==> src/rtl/quant_stream.sv <==
// Streaming DCT quantizer: multiplies each coefficient by a per-index reciprocal from one of
// N_TABLES runtime-loaded tables, rounds half away from zero, saturates symmetrically.
module quant_stream #(
    parameter int DATA_W   = 12,
    parameter int OUT_W    = 11,
    parameter int RECIP_W  = 16,
    parameter int N_TABLES = 2,
    localparam int SEL_W   = (N_TABLES > 1) ? $clog2(N_TABLES) : 1
) (
    input  logic                     Clock,
    input  logic                     Reset,
    input  logic signed [DATA_W-1:0] in_data,
    input  logic                     in_valid,
    output logic                     in_ready,
    input  logic [SEL_W-1:0]         tbl_sel,
    output logic signed [OUT_W-1:0]  out_data,
    output logic                     out_valid,
    input  logic                     out_ready,
    output logic                     out_sob,
    output logic                     out_eob,
    input  logic                     tbl_we,
    input  logic [SEL_W-1:0]         tbl_wsel,
    input  logic [5:0]               tbl_waddr,
    input  logic [RECIP_W-1:0]       tbl_wdata
);
    localparam int MAG_W = DATA_W + RECIP_W;
    localparam int Q_W   = DATA_W + 1;
    localparam logic [MAG_W:0]   HALF    = {{(MAG_W-RECIP_W+1){1'b0}}, 1'b1, {(RECIP_W-1){1'b0}}};
    localparam logic [Q_W-1:0]   SAT_MAX = {{(Q_W-OUT_W+1){1'b0}}, {(OUT_W-1){1'b1}}};
    localparam logic [OUT_W-1:0] SAT_OUT = {1'b0, {(OUT_W-1){1'b1}}};

    logic [RECIP_W-1:0] tbl_q [N_TABLES][64];

    logic [5:0]        idx_q;
    logic [SEL_W-1:0]  cur_tbl_q;
    logic              s1_vld_q, s1_neg_q, s1_sob_q, s1_eob_q;
    logic [MAG_W-1:0]  s1_mag_q;
    logic              out_valid_q, out_sob_q, out_eob_q;
    logic [OUT_W-1:0]  out_data_q;

    logic              adv, accept;
    logic [SEL_W-1:0]  sel_in, rd_tbl;
    logic [RECIP_W-1:0] recip;
    logic [DATA_W:0]   ext, abs_v;
    logic [MAG_W-1:0]  mag_d;
    logic [MAG_W:0]    rnd;
    logic [Q_W-1:0]    q_full;
    logic [OUT_W-1:0]  sat_mag, data_d;
    logic              unused_rnd_lsbs;

    assign adv      = !(out_valid_q && !out_ready);
    assign in_ready = adv;
    assign accept   = in_valid && adv;

    // The index-0 beat must already use the table it selects, so bypass cur_tbl_q there.
    assign sel_in = (32'(tbl_sel) < N_TABLES) ? tbl_sel : '0;
    assign rd_tbl = (idx_q == 6'd0) ? sel_in : cur_tbl_q;
    assign recip  = tbl_q[rd_tbl][idx_q];

    // Magnitude at DATA_W+1 bits so the most negative input has a representable magnitude.
    assign ext   = {in_data[DATA_W-1], in_data};
    assign abs_v = ext[DATA_W] ? -ext : ext;
    assign mag_d = {{(RECIP_W-1){1'b0}}, abs_v} * {{DATA_W{1'b0}}, recip};

    assign rnd             = {1'b0, s1_mag_q} + HALF;
    assign q_full          = rnd[MAG_W:RECIP_W];
    assign unused_rnd_lsbs = ^rnd[RECIP_W-1:0];
    assign sat_mag         = (q_full > SAT_MAX) ? SAT_OUT : q_full[OUT_W-1:0];
    assign data_d          = s1_neg_q ? -sat_mag : sat_mag;

    // Table storage is deliberately outside reset; a same-cycle read sees the old entry.
    always_ff @(posedge Clock) begin
        if (tbl_we && (32'(tbl_wsel) < N_TABLES))
            tbl_q[tbl_wsel][tbl_waddr] <= tbl_wdata;
    end

    always_ff @(posedge Clock) begin
        if (Reset) begin
            idx_q       <= '0;
            cur_tbl_q   <= '0;
            s1_vld_q    <= 1'b0;
            s1_neg_q    <= 1'b0;
            s1_sob_q    <= 1'b0;
            s1_eob_q    <= 1'b0;
            s1_mag_q    <= '0;
            out_valid_q <= 1'b0;
            out_sob_q   <= 1'b0;
            out_eob_q   <= 1'b0;
            out_data_q  <= '0;
        end else if (adv) begin
            s1_vld_q    <= accept;
            out_valid_q <= s1_vld_q;
            if (accept) begin
                idx_q    <= idx_q + 6'd1;
                if (idx_q == 6'd0)
                    cur_tbl_q <= sel_in;
                s1_mag_q <= mag_d;
                s1_neg_q <= in_data[DATA_W-1];
                s1_sob_q <= (idx_q == 6'd0);
                s1_eob_q <= (idx_q == 6'd63);
            end
            if (s1_vld_q) begin
                out_data_q <= data_d;
                out_sob_q  <= s1_sob_q;
                out_eob_q  <= s1_eob_q;
            end
        end
    end

    assign out_valid = out_valid_q;
    assign out_data  = out_data_q;
    assign out_sob   = out_sob_q;
    assign out_eob   = out_eob_q;
endmodule

==> config.mk <==
export PLATFORM = sky130hd
export DESIGN_NAME = quant_stream
export DESIGN_NICKNAME = d
export VERILOG_FILES = /design/src/rtl/quant_stream.sv
export SDC_FILE = /design/constraint.sdc
export NUM_CORES = 2
export LEC_CHECK = 0
export ABC_CLOCK_PERIOD_IN_PS = 19900
export BUFFER_PORTS_ARGS = -buffer_cell sky130_fd_sc_hd__buf_2
export CORE_MARGIN = 10
export CORE_UTILIZATION = 29
export CTS_BUF_LIST = sky130_fd_sc_hd__clkbuf_8
export DETAILED_ROUTE_END_ITERATION = 6
export PLACE_DENSITY = 0.44
export SLEW_MARGIN = 40
export SYNTH_ARGS = -nofsm -noshare
export SYNTH_HDL_FRONTEND = slang
export SYNTH_SLANG_ARGS = --single-unit
==> constraint.sdc <==
create_clock -name Clock -period 19.9 [get_ports Clock]
set_input_delay 2.985 -clock Clock [delete_from_list [all_inputs] [get_ports Clock]]
set_output_delay 2.985 -clock Clock [all_outputs]
set_load 0.05 [all_outputs]
==> results.txt <==
----------------------------------------------------
[Timing]
  Ratio of final minimum period to clock period ... 58.8%
  Final hold violation count ... 0
  Slew Limit Headroom ... a little over two fifths
  Final period demand of the worst path ... 11.71 ns
  Maximum frequency from static timing analysis ... 0.0854 GHz
  Setup repair after global routing missed its margin ... false
  Number of setup violations in the final report ... 0
  Max Slew Vio Count ... 0
  Clock skew after layout ... 0.0969 ns
  Measured slew at the worst slew-check pin ... 0.844 ns
  Setup TNS ... 0 ns

[Floorplan]
  Placeable core area ... 302000 µm²
  Initial cell density of the core ... between 20 and 30%
  Row count ... 202
  Top-level I/O count ... 56
  Die Height ... 570 µm
  Area enclosed by the die boundary ... 325000 µm²
  Chip width ... between 500 and 600 µm

[Clock tree]
  Depth of the CTS H-tree ... 5
  TritonCTS clock tree ... done
  Clock sink count ... 2086
  Post-CTS Setup Repair Bufs ... 0
  Number of CTS-inserted buffers ... 364
  Number of hold-repair buffers added at the cts stage ... 0
  Root Buffer ... sky130_fd_sc_hd__clkbuf_8
  Clock transition at the registers of the reported paths ... roughly 0.060 ns
  Clock insertion delay at the later pin of the skew report ... 0.98 ns
  Max Root-Sink Buffers ... 4
  Resize count post-CTS ... 0

[Synth]
  Adder and majority gate portion of the synthesized area ... 4.49%
  Post-synthesis register bit count ... 2086
  Yosys warns ... 0
  Avg Synthesized Cell Area ... 20.6 µm²
  Share of async-settable or async-resettable flops after synthesis ... 0%
  Most frequently used flop master after synthesis ... sky130_fd_sc_hd__edfxtp_1
  EDFF count, synth ... 2048
  Share of synthesized area occupied by flip-flops and latches ... 70.9%
  Share of Yosys cell area claimed by the top area cell type ... 70.0%
  Simple-gate share of the synthesized area ... under 10%
  Combinational family with the most area after synthesis ... multiplexers
  Largest area contributor in the netlist ... sky130_fd_sc_hd__edfxtp_1
  XOR/XNOR Fraction of Synth Area ... 0.478%
  Count of distinct cell types in the synthesized netlist ... 79
  Number of cells produced by synthesis ... 4258
  Synthesized-area fraction occupied by ao, oa, aoi and oai cells ... under 10%
  Largest cells by area after synthesis ... sky130_fd_sc_hd__edfxtp_1, sky130_fd_sc_hd__mux4_2, sky130_fd_sc_hd__fa_1
  Area of the mapped netlist ... ~90000 µm²
  Mux share of post-synthesis cell area ... approximately 18%

[Drt]
  Routed vias/inst ... 4.90
  Remaining antenna violation count after routing ... 0
  WL per Instance ... 28.9 µm
  DR DRC count ... 0
  DRT iter0 DRCs ... 3773
  Routed vias ... 43900
  First-pass iteration count of the detailed router ... 5
  Total detailed-routing wirelength ... 259000 µm

[Worst hold path]
  Worst min-delay path category ... flip-flop to flip-flop

[Worst setup path]
  Startpoint type of the worst setup path ... input pin
  Critical Path Start ... tbl_sel
  End of the worst register-to-register path ... s1_mag_q[27]
  Start-to-end type of the worst setup path ... input pin to flip-flop
  Worst-path cell with the longest stage delay ... sky130_fd_sc_hd__a21oi_1
  R2R Path Start ... idx_q[1]
  Most frequent cell on the critical path ... sky130_fd_sc_hd__fa_1
  Largest stage delay on the critical path ... 0.67 ns
  Arrival time at the worst endpoint ... 12.48 ns
  Reg2reg path depth ... 34
  Last element of the critical path ... s1_mag_q[27]
  Data required time at the worst endpoint ... roughly 21 ns
  Slack of the worst reg-to-reg path ... 9.02 ns
  Critical Path End Type ... flip-flop
  Critical path peak fanout ... 95

[Flow run]
  Max-capacitance violation count ... 0

[Placement]
  Cell area reported after detailed placement ... 95400 µm²
  DP HPWL ... 163000 µm
  Port buffer count ... 55
  Routability congestion estimate from global placement ... between 0.7 and 0.8

[GRT]
  Vias in the first global route ... between 40000 and 50000
  GRT Overall Usage ... between 15 and 20%
  Antenna violations before repair ... 22
  Largest net degree at the start of global routing ... 129
  GR Overflow Total ... 0
  Wire length of the first global-routing pass ... 368000 µm

[Power and ir drop]
  Leakage component of the power ... 32.8 nW
  Power density of the placed cells ... 113 nW/µm²
  Peak ir drop on the vdd network ... 0.000129 V
  Total Power ... 11.5 mW

[Run status]
  Result of the run ... finished, final reports clean

[Final layout]
  Area used by multi-input combinational logic ... between 20000 and 25000 µm²
  Layout overhead on the synthesized area ... 16.2%
  Number of inserted filler cells in the final layout ... 28500
  Post-layout net count ... between 4000 and 5000
  Fraction of final layout cells with drive strength greater than 1 ... 32.0%
  Final Cell Area ... 102000 µm²
  Sequential cell area ... 62300 µm²

----------------------------------------------------
-- cells in the final DEF, fill, tap and decap left out, types with 14 or more instances in the layout --
cell type and instances:
sky130_fd_sc_hd__ha_1 72, sky130_fd_sc_hd__nor2_4 62, sky130_fd_sc_hd__clkinv_1 108, sky130_fd_sc_hd__xnor2_1 23, sky130_fd_sc_hd__edfxtp_1 2048, sky130_fd_sc_hd__fa_1 152, sky130_fd_sc_hd__inv_1 302, sky130_fd_sc_hd__xor2_1 21
sky130_fd_sc_hd__o21ai_0 30, sky130_fd_sc_hd__buf_8 33, sky130_fd_sc_hd__mux4_2 665, sky130_fd_sc_hd__and3_1 14, sky130_fd_sc_hd__or2_2 33, sky130_fd_sc_hd__dfxtp_1 33, sky130_fd_sc_hd__buf_4 155, sky130_fd_sc_hd__clkbuf_8 373
sky130_fd_sc_hd__nand3_1 46, sky130_fd_sc_hd__a21oi_1 64, sky130_fd_sc_hd__clkinv_2 38, sky130_fd_sc_hd__buf_16 28, sky130_fd_sc_hd__conb_1 15, sky130_fd_sc_hd__nand2b_1 34, sky130_fd_sc_hd__nor2_2 57, sky130_fd_sc_hd__mux2i_1 20
sky130_fd_sc_hd__and2_1 19, sky130_fd_sc_hd__nor2_1 113, sky130_fd_sc_hd__nand2_1 124, sky130_fd_sc_hd__buf_2 39
-- cell type report --
cell class	count	share of cell area (%)
diodes	11	0.0270
clock buffers	372	5.02
well taps	3978	4.88
repair buffers	278	2.92
inverters	205	0.764
clock inverters	269	1.26
multi-input cells	1770	24.1
flip-flops and latches	2086	61.0
-- where the power goes --
group | leakage, nW | switching (mW) | internal [mW]
registers | 18.7 | 0.0266 | 4.86
logic | 10.4 | 1.79 | 1.27
clock network | 3.66 | 1.77 | 1.80
total | 32.8 | 3.58 | 7.93
-- flip-flops by register name, indices dropped and copies added, names as in the netlist --
register,count
s1_mag_q,13
out_data,11
out_valid,1
idx_q,6
s1_neg_q,1
tbl_q,2048
out_sob,1
out_eob,1
s1_eob_q,1
s1_sob_q,1
cur_tbl_q,1
s1_vld_q,1
-- critical path, delay by kind of cell --
| family | cells | cell delay (ns) |
|---|---|---|
| muxes | 2 | 0.94 |
| adders and majority gates | 6 | 2.77 |
| buffers and inverters | 7 | 1.58 |
| and+or+nand+nor | 3 | 0.43 |
| AOI/OAI and AO/OA | 13 | 3.57 |
-- synthesized netlist by cell type, types with 13 or more instances --
library cell	instances
sky130_fd_sc_hd__xor2_1	23
sky130_fd_sc_hd__buf_4	16
sky130_fd_sc_hd__buf_6	13
sky130_fd_sc_hd__xnor2_1	25
sky130_fd_sc_hd__nor3_1	14
sky130_fd_sc_hd__mux2i_1	25
sky130_fd_sc_hd__buf_1	21
sky130_fd_sc_hd__a21oi_1	64
sky130_fd_sc_hd__and3_1	14
sky130_fd_sc_hd__mux4_2	665
sky130_fd_sc_hd__inv_1	202
sky130_fd_sc_hd__nand4_1	13
sky130_fd_sc_hd__ha_1	72
sky130_fd_sc_hd__nand2_1	135
sky130_fd_sc_hd__buf_2	81
sky130_fd_sc_hd__fa_1	152
sky130_fd_sc_hd__dfxtp_1	38
sky130_fd_sc_hd__nand3_1	52
sky130_fd_sc_hd__nor2_1	232
sky130_fd_sc_hd__or2_2	33
sky130_fd_sc_hd__clkbuf_1	79
sky130_fd_sc_hd__mux2_2	13
sky130_fd_sc_hd__o21ai_0	30
sky130_fd_sc_hd__and2_1	19
sky130_fd_sc_hd__edfxtp_1	2048
sky130_fd_sc_hd__nand2b_1	34
-- per-stage QoR --
step / hold WS [ns] / worst slack (ns) / util, % / instances
after detailed placement: 0.452 / 7.12 / 31.6 / 8309
after CTS: 0.460 / 8.08 / 33.7 / 8950
after global placement: 0.447 / 7.14 / 31.1 / 8250
after floorplan: 0.432 / 9.01 / - / 4271
after global routing: 0.479 / 7.86 / 33.8 / 8961
final: 0.459 / 8.19 / 33.8 / 8969
-- routing by layer --
metal / routed length, µm / share of wire (%) / track usage (%)
met2: 125000 / 48 / 25.7
met1: 116000 / 45 / 21.8
met5: 0 / 0 / 0
met3: 12200 / 4.7 / 2.60
met4: 6360 / 2.5 / 3.87
-- worst min-delay path by stage --
stage,start,end,depth (start not counted)
3_3_place_gp,out_data[3],out_data[3],2
3_5_place_dp,out_data[1],out_data[1],2
5_1_grt,out_data[8],out_data[8],2
2_1_floorplan,s1_sob_q,out_sob,2
6_report,out_data[8],out_data[8],2
4_1_cts,out_data[1],out_data[1],2
-- cells by family after synthesis --
family,Yosys count
DFF,2086
xor gates and xnor gates,48
other,2
adders and majority gates,224
AOI/OAI and AO/OA,192
and+or+nand+nor,586
buffers and inverters,415
muxes,705
(Power assumes the default switching activity.)
